File: src/rtl/pr_stage_pkg.sv
// Shared widths, control-field layout and bubble constant for pipeline-register stages.
package pr_stage_pkg;

  localparam int DATA_W_DEF = 32;
  localparam int CTRL_W_DEF = 4;
  localparam int RW_W_DEF   = 5;
  localparam int CNT_W_DEF  = 16;

  // Control field layout: wd_sel in [1:0], register-file write enable, data-memory write enable.
  localparam int CTRL_WD_SEL_LSB = 0;
  localparam int CTRL_WD_SEL_MSB = 1;
  localparam int CTRL_RF_WE      = 2;
  localparam int CTRL_DRAM_WE    = 3;

  // A bubble carries no write enables and no write-back select.
  localparam logic [CTRL_W_DEF-1:0] CTRL_BUBBLE = '0;

endpackage

File: src/rtl/pr_stage_sat_counter.sv
// Saturating up-counter with synchronous clear; clear beats increment.
module sat_counter #(
  parameter int W = 16
) (
  input  logic         clk,
  input  logic         rst_n,
  input  logic         inc,
  input  logic         clr,
  output logic [W-1:0] cnt
);

  // Count up on inc, stick at all-ones, zero on clr.
  always_ff @(posedge clk or negedge rst_n) begin
    if (!rst_n) begin
      cnt <= '0;
    end else if (clr) begin
      cnt <= '0;
    end else if (inc && (cnt != {W{1'b1}})) begin
      cnt <= cnt + 1'b1;
    end
  end

endmodule

File: src/rtl/pr_stage.sv
// Pipeline-register stage with flush/stall control and stall/bubble performance counters.
// Instantiated once per pipeline boundary (IF/ID, ID/EX, EX/MEM, MEM/WB) with boundary-specific widths.
module pr_stage
  import pr_stage_pkg::*;
#(
  parameter int DATA_W = DATA_W_DEF,
  parameter int CTRL_W = CTRL_W_DEF,
  parameter int RW_W   = RW_W_DEF,
  parameter int CNT_W  = CNT_W_DEF
) (
  input  logic              clk,
  input  logic              rst_n,
  input  logic              stall_i,
  input  logic              flush_i,
  input  logic              valid_i,
  input  logic [CTRL_W-1:0] ctrl_i,
  input  logic [RW_W-1:0]   wR_i,
  input  logic [DATA_W-1:0] data_i,
  input  logic              cnt_clr_i,
  output logic              valid_o,
  output logic [CTRL_W-1:0] ctrl_o,
  output logic [RW_W-1:0]   wR_o,
  output logic [DATA_W-1:0] data_o,
  output logic [CNT_W-1:0]  stall_cnt_o,
  output logic [CNT_W-1:0]  flush_cnt_o
);

  localparam logic [CTRL_W-1:0] BUBBLE = CTRL_W'(CTRL_BUBBLE);

  logic stall_inc;
  logic flush_inc;

  // A flush overrides a simultaneous stall, so that edge counts only as a bubble.
  assign stall_inc = stall_i & ~flush_i;
  assign flush_inc = flush_i;

  // Valid/control: flush forces a bubble, stall holds, otherwise load; control is
  // zeroed whenever the stage is not valid so a bubble can never write downstream.
  always_ff @(posedge clk or negedge rst_n) begin
    if (!rst_n) begin
      valid_o <= 1'b0;
      ctrl_o  <= BUBBLE;
    end else if (flush_i) begin
      valid_o <= 1'b0;
      ctrl_o  <= BUBBLE;
    end else if (!stall_i) begin
      valid_o <= valid_i;
      ctrl_o  <= valid_i ? ctrl_i : BUBBLE;
    end
  end

  // Payload: only a plain load moves it; flush and stall both leave it in place.
  always_ff @(posedge clk or negedge rst_n) begin
    if (!rst_n) begin
      wR_o   <= '0;
      data_o <= '0;
    end else if (!flush_i && !stall_i) begin
      wR_o   <= wR_i;
      data_o <= data_i;
    end
  end

  sat_counter #(.W(CNT_W)) u_stall_cnt (
    .clk   (clk),
    .rst_n (rst_n),
    .inc   (stall_inc),
    .clr   (cnt_clr_i),
    .cnt   (stall_cnt_o)
  );

  sat_counter #(.W(CNT_W)) u_flush_cnt (
    .clk   (clk),
    .rst_n (rst_n),
    .inc   (flush_inc),
    .clr   (cnt_clr_i),
    .cnt   (flush_cnt_o)
  );

endmodule

File: config.mk
export PLATFORM = sky130hd
export DESIGN_NAME = pr_stage
export DESIGN_NICKNAME = d
export VERILOG_FILES = /design/src/rtl/pr_stage_pkg.sv /design/src/rtl/pr_stage_sat_counter.sv /design/src/rtl/pr_stage.sv
export SDC_FILE = /design/constraint.sdc
export NUM_CORES = 1
export LEC_CHECK = 0
export CAP_MARGIN = 5
export CORE_MARGIN = 2
export CORE_UTILIZATION = 40
export CTS_CLUSTER_SIZE = 12
export DETAILED_ROUTE_END_ITERATION = 12
export DONT_BUFFER_PORTS = 1
export PLACE_DENSITY = 0.62
export SYNTH_ARGS = -nofsm -noshare
export SYNTH_HDL_FRONTEND = slang
export SYNTH_SLANG_ARGS = --single-unit
File: constraint.sdc
create_clock -name clk -period 1.4 [get_ports clk]
set_input_delay 0.14 -clock clk [delete_from_list [all_inputs] [get_ports clk]]
set_output_delay 0.14 -clock clk [all_outputs]
set_load 0.02 [all_outputs]
==> results by group, run 1 <==
Clock network
  • Clk sink count: 74
  • Worst skew pair latency: 0.34 ns
  • Htree depth: 3
  • Clock tree from TritonCTS: done
  • CTS max path bufs: 2
  • CTS clk-pin slew, worst paths: 0.08 ns
  • Hold buffer count at CTS: slightly above 40
  • Root buffer cell: clkbuf_8
  • CTS Buf Count: 9

Power
  • Net Sw Power: 1.26 mW
  • Leak: 2.09 nW
  • Total power: 4.85 mW
  • Clock power frac: a little under two fifths
  • Switching Share: 26.0%
  • Comb power frac: 8.2%
  • Reg power frac: between 50% and 60%
  • Power Density: ~1000 mW/mm2
  • Internal power: 3.59 mW
  • Maximum vdd ir drop: ~0.00048 V

Logic synthesis
  • Post-synthesis cell type count: 45
  • Post-synth ARST share: between 90% and 100%
  • Mean post-synth cell area: ~12 um2
  • Synth Register Bits: 74
  • Synth top area share: 54.8%
  • Biggest area consumer among synthesized cells: dfrtp_1
  • Most area-consuming cells after synthesis: dfrtp_1 55%, mux2_2 12%, nor2_1 4.1%
  • Mapped Area: 0.00338 mm2
  • Post-synthesis net count: 333
  • Post-synthesis sequential area ratio: 54.8%
  • Most used DFF post-synth: dfrtp_1
  • Ys Warns: 0
  • Post-synth EDFFs: 0
  • Cells after Synth: 284

Route
  • Drt via density: 5.14
  • DRC viols: 0
  • Routed WL: ~8.1 mm
  • Remaining antenna violation count: 0
  • 1st-pass router iterations: 4
  • Vias: 2573
  • Detailed Route Iter0 Violations: 41
  • Drt wl/cell: about 16 um

Global routing
  • Total track usage: approximately 17%
  • First-pass GRT wire length: 12.2 mm
  • Vias in the first global route: 2530
  • Initial antenna violation count: 0
  • Largest net degree at the start of global routing: 75
  • GRT overflow: 0

Setup path
  • R2R Path Start: u_flush_cnt.cnt[0]
  • Worst Setup SP: u_flush_cnt.cnt[0]
  • R2R depth: 6
  • Maximum fanout along the worst path: 4
  • Setup CP Type: reg -> reg
  • CP Capture Type: register
  • Worst endpoint required time: 1.67 ns
  • Data arrival, critical path: 1.75 ns
  • Startpoint Class: register

Min path
  • Class of the worst hold path: in -> async

Die
  • Die area: roughly 0.009 mm2
  • Row cnt: 33
  • Initial core utilization: 41.2%
  • Die H: 96.0 um
  • Core Box Area: about 0.008 mm2
  • Die Width: 96.0 um
  • I/O pins: 121

Timing
  • F_max: 0.675 GHz
  • Tmin final: 1.48 ns
  • Max-slew headroom: 76.8%
  • Crit share post-route: 106%
  • Post-route clock skew: 0.0102 ns
  • Fin Hold WS: -0.507 ns
  • Worst slew pin tran: between 0.3 and 0.4 ns
  • RSZ-0062 raised after global routing: true
  • Hold Fails Final Rpt: about 110
  • Slew Viols, Final: 0
  • Final setup violation count: 16
  • Setup TNS: -0.706 ns
  • Worst setup margin: -0.0808 ns

Cells and area
  • Nets: 440
  • Layout cell share with drive strength beyond 1: between 40% and 50%
  • Most frequent cells in the layout: 57 x buf_4, 53 x dfrtp_1, 41 x dlygate4sd3_1
  • Commonest non-fill, non-tap cell in the layout: buf_4
  • Post-route cell area: 0.00490 mm2
  • N_diodes: 0
  • Area Overhead vs Synth: 44.9%

Placement
  • Final HPWL DP: 5.30 mm
  • Port bufs: 0
  • Post-DP Area: ~0.0039 mm2
  • Placer Congestion: around 0.77

Run
  • Max-cap violations: 0

Status
  • Outcome: complete, but fails checks
  • Violated checks: hold timing, setup timing
-- kinds of logic after synthesis --
family,synth area share (%)
and+or+nand+nor,18.9
DFF,54.8
muxes,13.2
AOI/OAI and AO/OA,5.22
xor gates and xnor gates,4.40
buffers and inverters,2.77
adders and majority gates,0.740
-- layer usage --
metal	vias to the layer above	wire length (um)	GRT usage (%)
li1	1224	-	-
met1	1242	3470	21.3
met2	98	3930	28.8
met3	9	627	4.93
met4	0	75	5.71
met5	-	0	0
-- through the flow --
step / hold slack (ns) / utilization (%) / std cells / setup slack (ns)
final: -0.507 / 59.6 / 501 / -0.0808
after CTS: -0.534 / 56.9 / 494 / -0.0819
after floorplan: -0.156 / - / 284 / -0.200
after global routing: -0.539 / 59.6 / 501 / -0.203
after detailed placement: -0.154 / 48.0 / 432 / -0.0861
after global placement: -0.154 / 48.0 / 432 / -0.0579
-- sequential cells by signal, summed over array words and instances (netlist names) --
| register | cells |
|---|---|
| data_o | 32 |
| u_flush_cnt.cnt | 16 |
| u_stall_cnt.cnt | 16 |
| wR_o | 5 |
| ctrl_o | 4 |
| valid_o | 1 |
-- area by class of cell --
type / instances / area [um2]
fill: 647 / 3320
sequential: 74 / 1880
multi-input combinational: 194 / 1690
timing repair buffer: 108 / 968
tap: 105 / 131
clock buffer: 10 / 128
clock inverter: 6 / 90.1
inverter: 4 / 15.0
-- cell usage after synthesis (4+ instances only) --
master     n
a31oi_1    5
nand3_1    8
nor3_1    11
clkbuf_1   4
nor2_1    37
dfrtp_1   74
inv_1      4
buf_4      5
and3_1     7
a21oi_1    9
nand4_1    5
xnor2_1   10
mux2_2    37
a211oi_1   5
xor2_1     7
nand2_1   12
-- worst max-delay path, cell delays in order (launching register included) --
cell and delay (ns):
dfrtp_2 0.44, ha_4 0.17, and3_4 0.19, nand4_4 0.12, nand2_2 0.07, or3_4 0.33
a21oi_2 0.11
-- power groups by stage --
stage | Sequential (mW) | Combinational [mW] | Clock [mW]
2_1_floorplan | 2.66 | 0.241 | 0
6_report | 2.64 | 0.400 | 1.81
3_5_place_dp | 2.68 | 0.301 | 0
3_3_place_gp | 2.68 | 0.287 | 0
5_1_grt | 2.67 | 0.436 | 1.98
4_1_cts | 2.64 | 0.400 | 1.88
-- worst paths after layout --
| path | to | slack, ns |
|---|---|---|
| max in group asynchronous | u_stall_cnt.cnt[14] | 1.79 |
| worst max-delay path | u_flush_cnt.cnt[13] | -0.08 |
| worst max register to register | u_flush_cnt.cnt[13] | -0.08 |
| worst min register to register | u_flush_cnt.cnt[14] | 0.61 |
| min in group clk | u_stall_cnt.cnt[8] | -0.15 |
| worst min-delay path | data_o[0] | -0.51 |
-- what timing repair did --
item,in CTS,in global routing
buffers inserted,5,7
setup endpoints to repair,21,31
hold endpoints to repair,147,105
pin swaps,9,15
gates resized for setup,11,39
Power figures use the tool's default switching activity.
==> inputs of run 2 (changes only) <==
PLACE_DENSITY = 0.6   (was 0.62)
SKIP_LAST_GASP = 1   (was not set)
clock period = 1.6 ns   (was 1.4 ns; I/O delays follow)
==> run 2 against run 1 <==
  * The flow finishes with violations (hold timing)
  * Sequential share of layout area increased by 3.5 points
  * Critical path depth unchanged
  * Hold slack improved by 0.011 ns
  * Utilization decreased by 5.5 points
  * Via count decreased by 5.3%
  * Final cell count decreased by 4.4%
  * Setup slack improved by 0.17 ns
  * Sequential power decreased by 13%
  * Clock-buffer cell count unchanged
  * Die area unchanged
  * Clock power decreased by 23%
  * Critical path type unchanged
  * Critical endpoint unchanged
  * Highest routed layer unchanged
==> results by group, run 2 (synthesized netlist as in run 1, its figures left out) <==
Setup path
  • Data arrival, critical path: 1.78 ns (+0.03 ns)
  • Worst Setup SP: u_flush_cnt.cnt[0]
  • Setup CP Type: reg -> reg
  • Maximum fanout along the worst path: 4 (unchanged)
  • CP Capture Type: register
  • Worst endpoint required time: 1.86 ns (+0.19 ns)
  • R2R Path Start: u_flush_cnt.cnt[0]
  • Startpoint Class: register

Clock network
  • CTS max path bufs: 2 (unchanged)
  • CTS Buf Count: 9 (unchanged)
  • Hold buffer count at CTS: 43 (+4.9%)
  • Clock tree from TritonCTS: done
  • Root buffer cell: clkbuf_8
  • Clk sink count: 74 (unchanged)
  • Worst skew pair latency: 0.34 ns (about the same)
  • CTS clk-pin slew, worst paths: 0.08 ns (about the same)
  • Htree depth: 3 (unchanged)

Die
  • Die Width: 96.0 um (unchanged)
  • Initial core utilization: 41.2% (unchanged)
  • Die area: 0.00921 mm2 (unchanged)
  • Core Box Area: 0.00822 mm2 (unchanged)
  • I/O pins: 121 (unchanged)
  • Row cnt: 33 (unchanged)
  • Die H: 96.0 um (unchanged)

Timing
  • Fin Hold WS: -0.496 ns (+0.0113 ns)
  • F_max: 0.660 GHz (-2.2%)
  • Post-route clock skew: 0.0135 ns (+0.00335 ns)
  • Max-slew headroom: 78.4% (+1.7 points)
  • Setup TNS: 0 ns (+0.706 ns)
  • Worst slew pin tran: 0.324 ns (-0.0252 ns)
  • Worst setup margin: 0.0853 ns (+0.166 ns)
  • RSZ-0062 raised after global routing: true
  • Crit share post-route: 94.7% (-11 points)
  • Final setup violation count: 0 (-16)
  • Hold Fails Final Rpt: 74 (-30%)
  • Slew Viols, Final: 0 (unchanged)
  • Tmin final: 1.51 ns (+0.0338 ns)

Route
  • DRC viols: 0 (unchanged)
  • Remaining antenna violation count: 0 (unchanged)
  • 1st-pass router iterations: 4 (unchanged)
  • Drt via density: 5.09 (-0.94%)
  • Vias: 2437 (-5.3%)
  • Detailed Route Iter0 Violations: 35 (-15%)
  • Routed WL: 7.38 mm (-8.9%)
  • Drt wl/cell: 15.4 um (-4.8%)

Power
  • Comb power frac: 8.7% (+0.5 points)
  • Internal power: 2.97 mW (-17%)
  • Reg power frac: 56.8% (+2.4 points)
  • Net Sw Power: 1.08 mW (-14%)
  • Clock power frac: 34.6% (-2.7 points)
  • Power Density: 912 mW/mm2 (-7.9%)
  • Leak: 1.92 nW (-8.2%)
  • Switching Share: 26.7% (+0.72 points)
  • Maximum vdd ir drop: 0.000397 V (-18%)

Global routing
  • GRT overflow: 0 (unchanged)
  • Vias in the first global route: 2456 (-2.9%)
  • Largest net degree at the start of global routing: 75 (unchanged)
  • First-pass GRT wire length: 11.4 mm (-6.7%)
  • Initial antenna violation count: 0 (unchanged)
  • Total track usage: 16.1% (-1.0 points)

Cells and area
  • Nets: 418 (-5.0%)
  • Top reg by flops: data_o
  • Area Overhead vs Synth: 31.5%
  • Commonest non-fill, non-tap cell in the layout: dfrtp_1
  • Most frequent cells in the layout: 68 x dfrtp_1, 42 x dlygate4sd3_1, 42 x buf_4
  • Final Util: 54.1% (-5.5 points)
  • Fill count: 708 (+9.4%)
  • Post-Layout Cell Count: 479 (-4.4%)
  • N_diodes: 0 (unchanged)
  • Max reg flops: 32 (unchanged)
  • Top flop regs: data_o (32), u_flush_cnt.cnt (16), u_stall_cnt.cnt (16)
  • Layout cell share with drive strength beyond 1: 33.2% (-15 points)

Placement
  • # placed instances: 420 (-2.8%)
  • Final HPWL DP: 4.94 mm (-6.8%)
  • Port bufs: 0 (unchanged)
  • Placement Setup Slack: 0.0228 ns (+0.109 ns)
  • Placer Congestion: 0.774 (+0.34%)

Min path
  • Class of the worst hold path: in -> async

Status
  • Outcome: complete, but fails checks
  • Violated checks: hold timing

Run
  • Max-cap violations: 0 (unchanged)
run 2: final timing paths:
| kind | to | cells past startpoint | slack (ns) |
|---|---|---|---|
| setup / recovery | u_flush_cnt.cnt[13] | 6 | 0.09 |
| hold / removal | wR_o[3] | 0 | -0.50 |
| setup reg to reg | u_flush_cnt.cnt[13] | 6 | 0.09 |
| hold reg to reg | u_stall_cnt.cnt[1] | 2 | 0.58 |
| max in group asynchronous | u_flush_cnt.cnt[1] | 0 | 1.94 |
| min in group clk | u_flush_cnt.cnt[2] | 2 | 0.05 |
run 2: timing repair:
action                                  in CTS  in global routing
endpoints found under the hold margin      147                 74
gates resized for setup                      0                  9
endpoints found under the setup margin       0                  9
buffers inserted                             0                  0
run 2: cell type report:
cell class	count	area [um2]	share of cell area, %
Inverter	4	15.0	0.338
Clock inverter	6	67.6	1.52
Tap cell	105	131	2.95
Clock buffer	10	128	2.87
Sequential cell	74	1860	41.8
Multi-Input combinational cell	194	1470	33.1
Timing Repair Buffer	86	776	17.4
run 2: power by group through the flow:
stage | clock, mW | sequential [mW] | combinational [mW]
after floorplan | 0 | 2.33 | 0.209
after global placement | 0 | 2.34 | 0.241
after detailed placement | 0 | 2.34 | 0.250
after CTS | 1.47 | 2.30 | 0.351
after global routing | 1.55 | 2.33 | 0.382
final | 1.40 | 2.30 | 0.351
run 2: per-layer routing:
layer  part of all wire (%)  GRT usage (%)  vias up
met5                      0              0        -
met4                   0.95           7.38        0
met3                    9.2           5.56        8
met2                     45           25.1       98
met1                     45           20.3     1160
li1                       -              -     1171
run 2: critical path, cell delays in order, from the launching register on:
cell     delay (ns)
dfrtp_2        0.40
ha_2           0.20
and3_4         0.19
nand4_4        0.12
nand2_1        0.08
or3_1          0.31
a21oi_1        0.15
run 2: metrics by stage:
| step | total power [mW] | cell area [um2] |
|---|---|---|
| after detailed placement | 2.59 | 3780 |
| after CTS | 4.12 | 4420 |
| after global routing | 4.26 | 4450 |
| final | 4.05 | 4450 |
| after global placement | 2.58 | 3780 |
| after floorplan | 2.54 | 3390 |
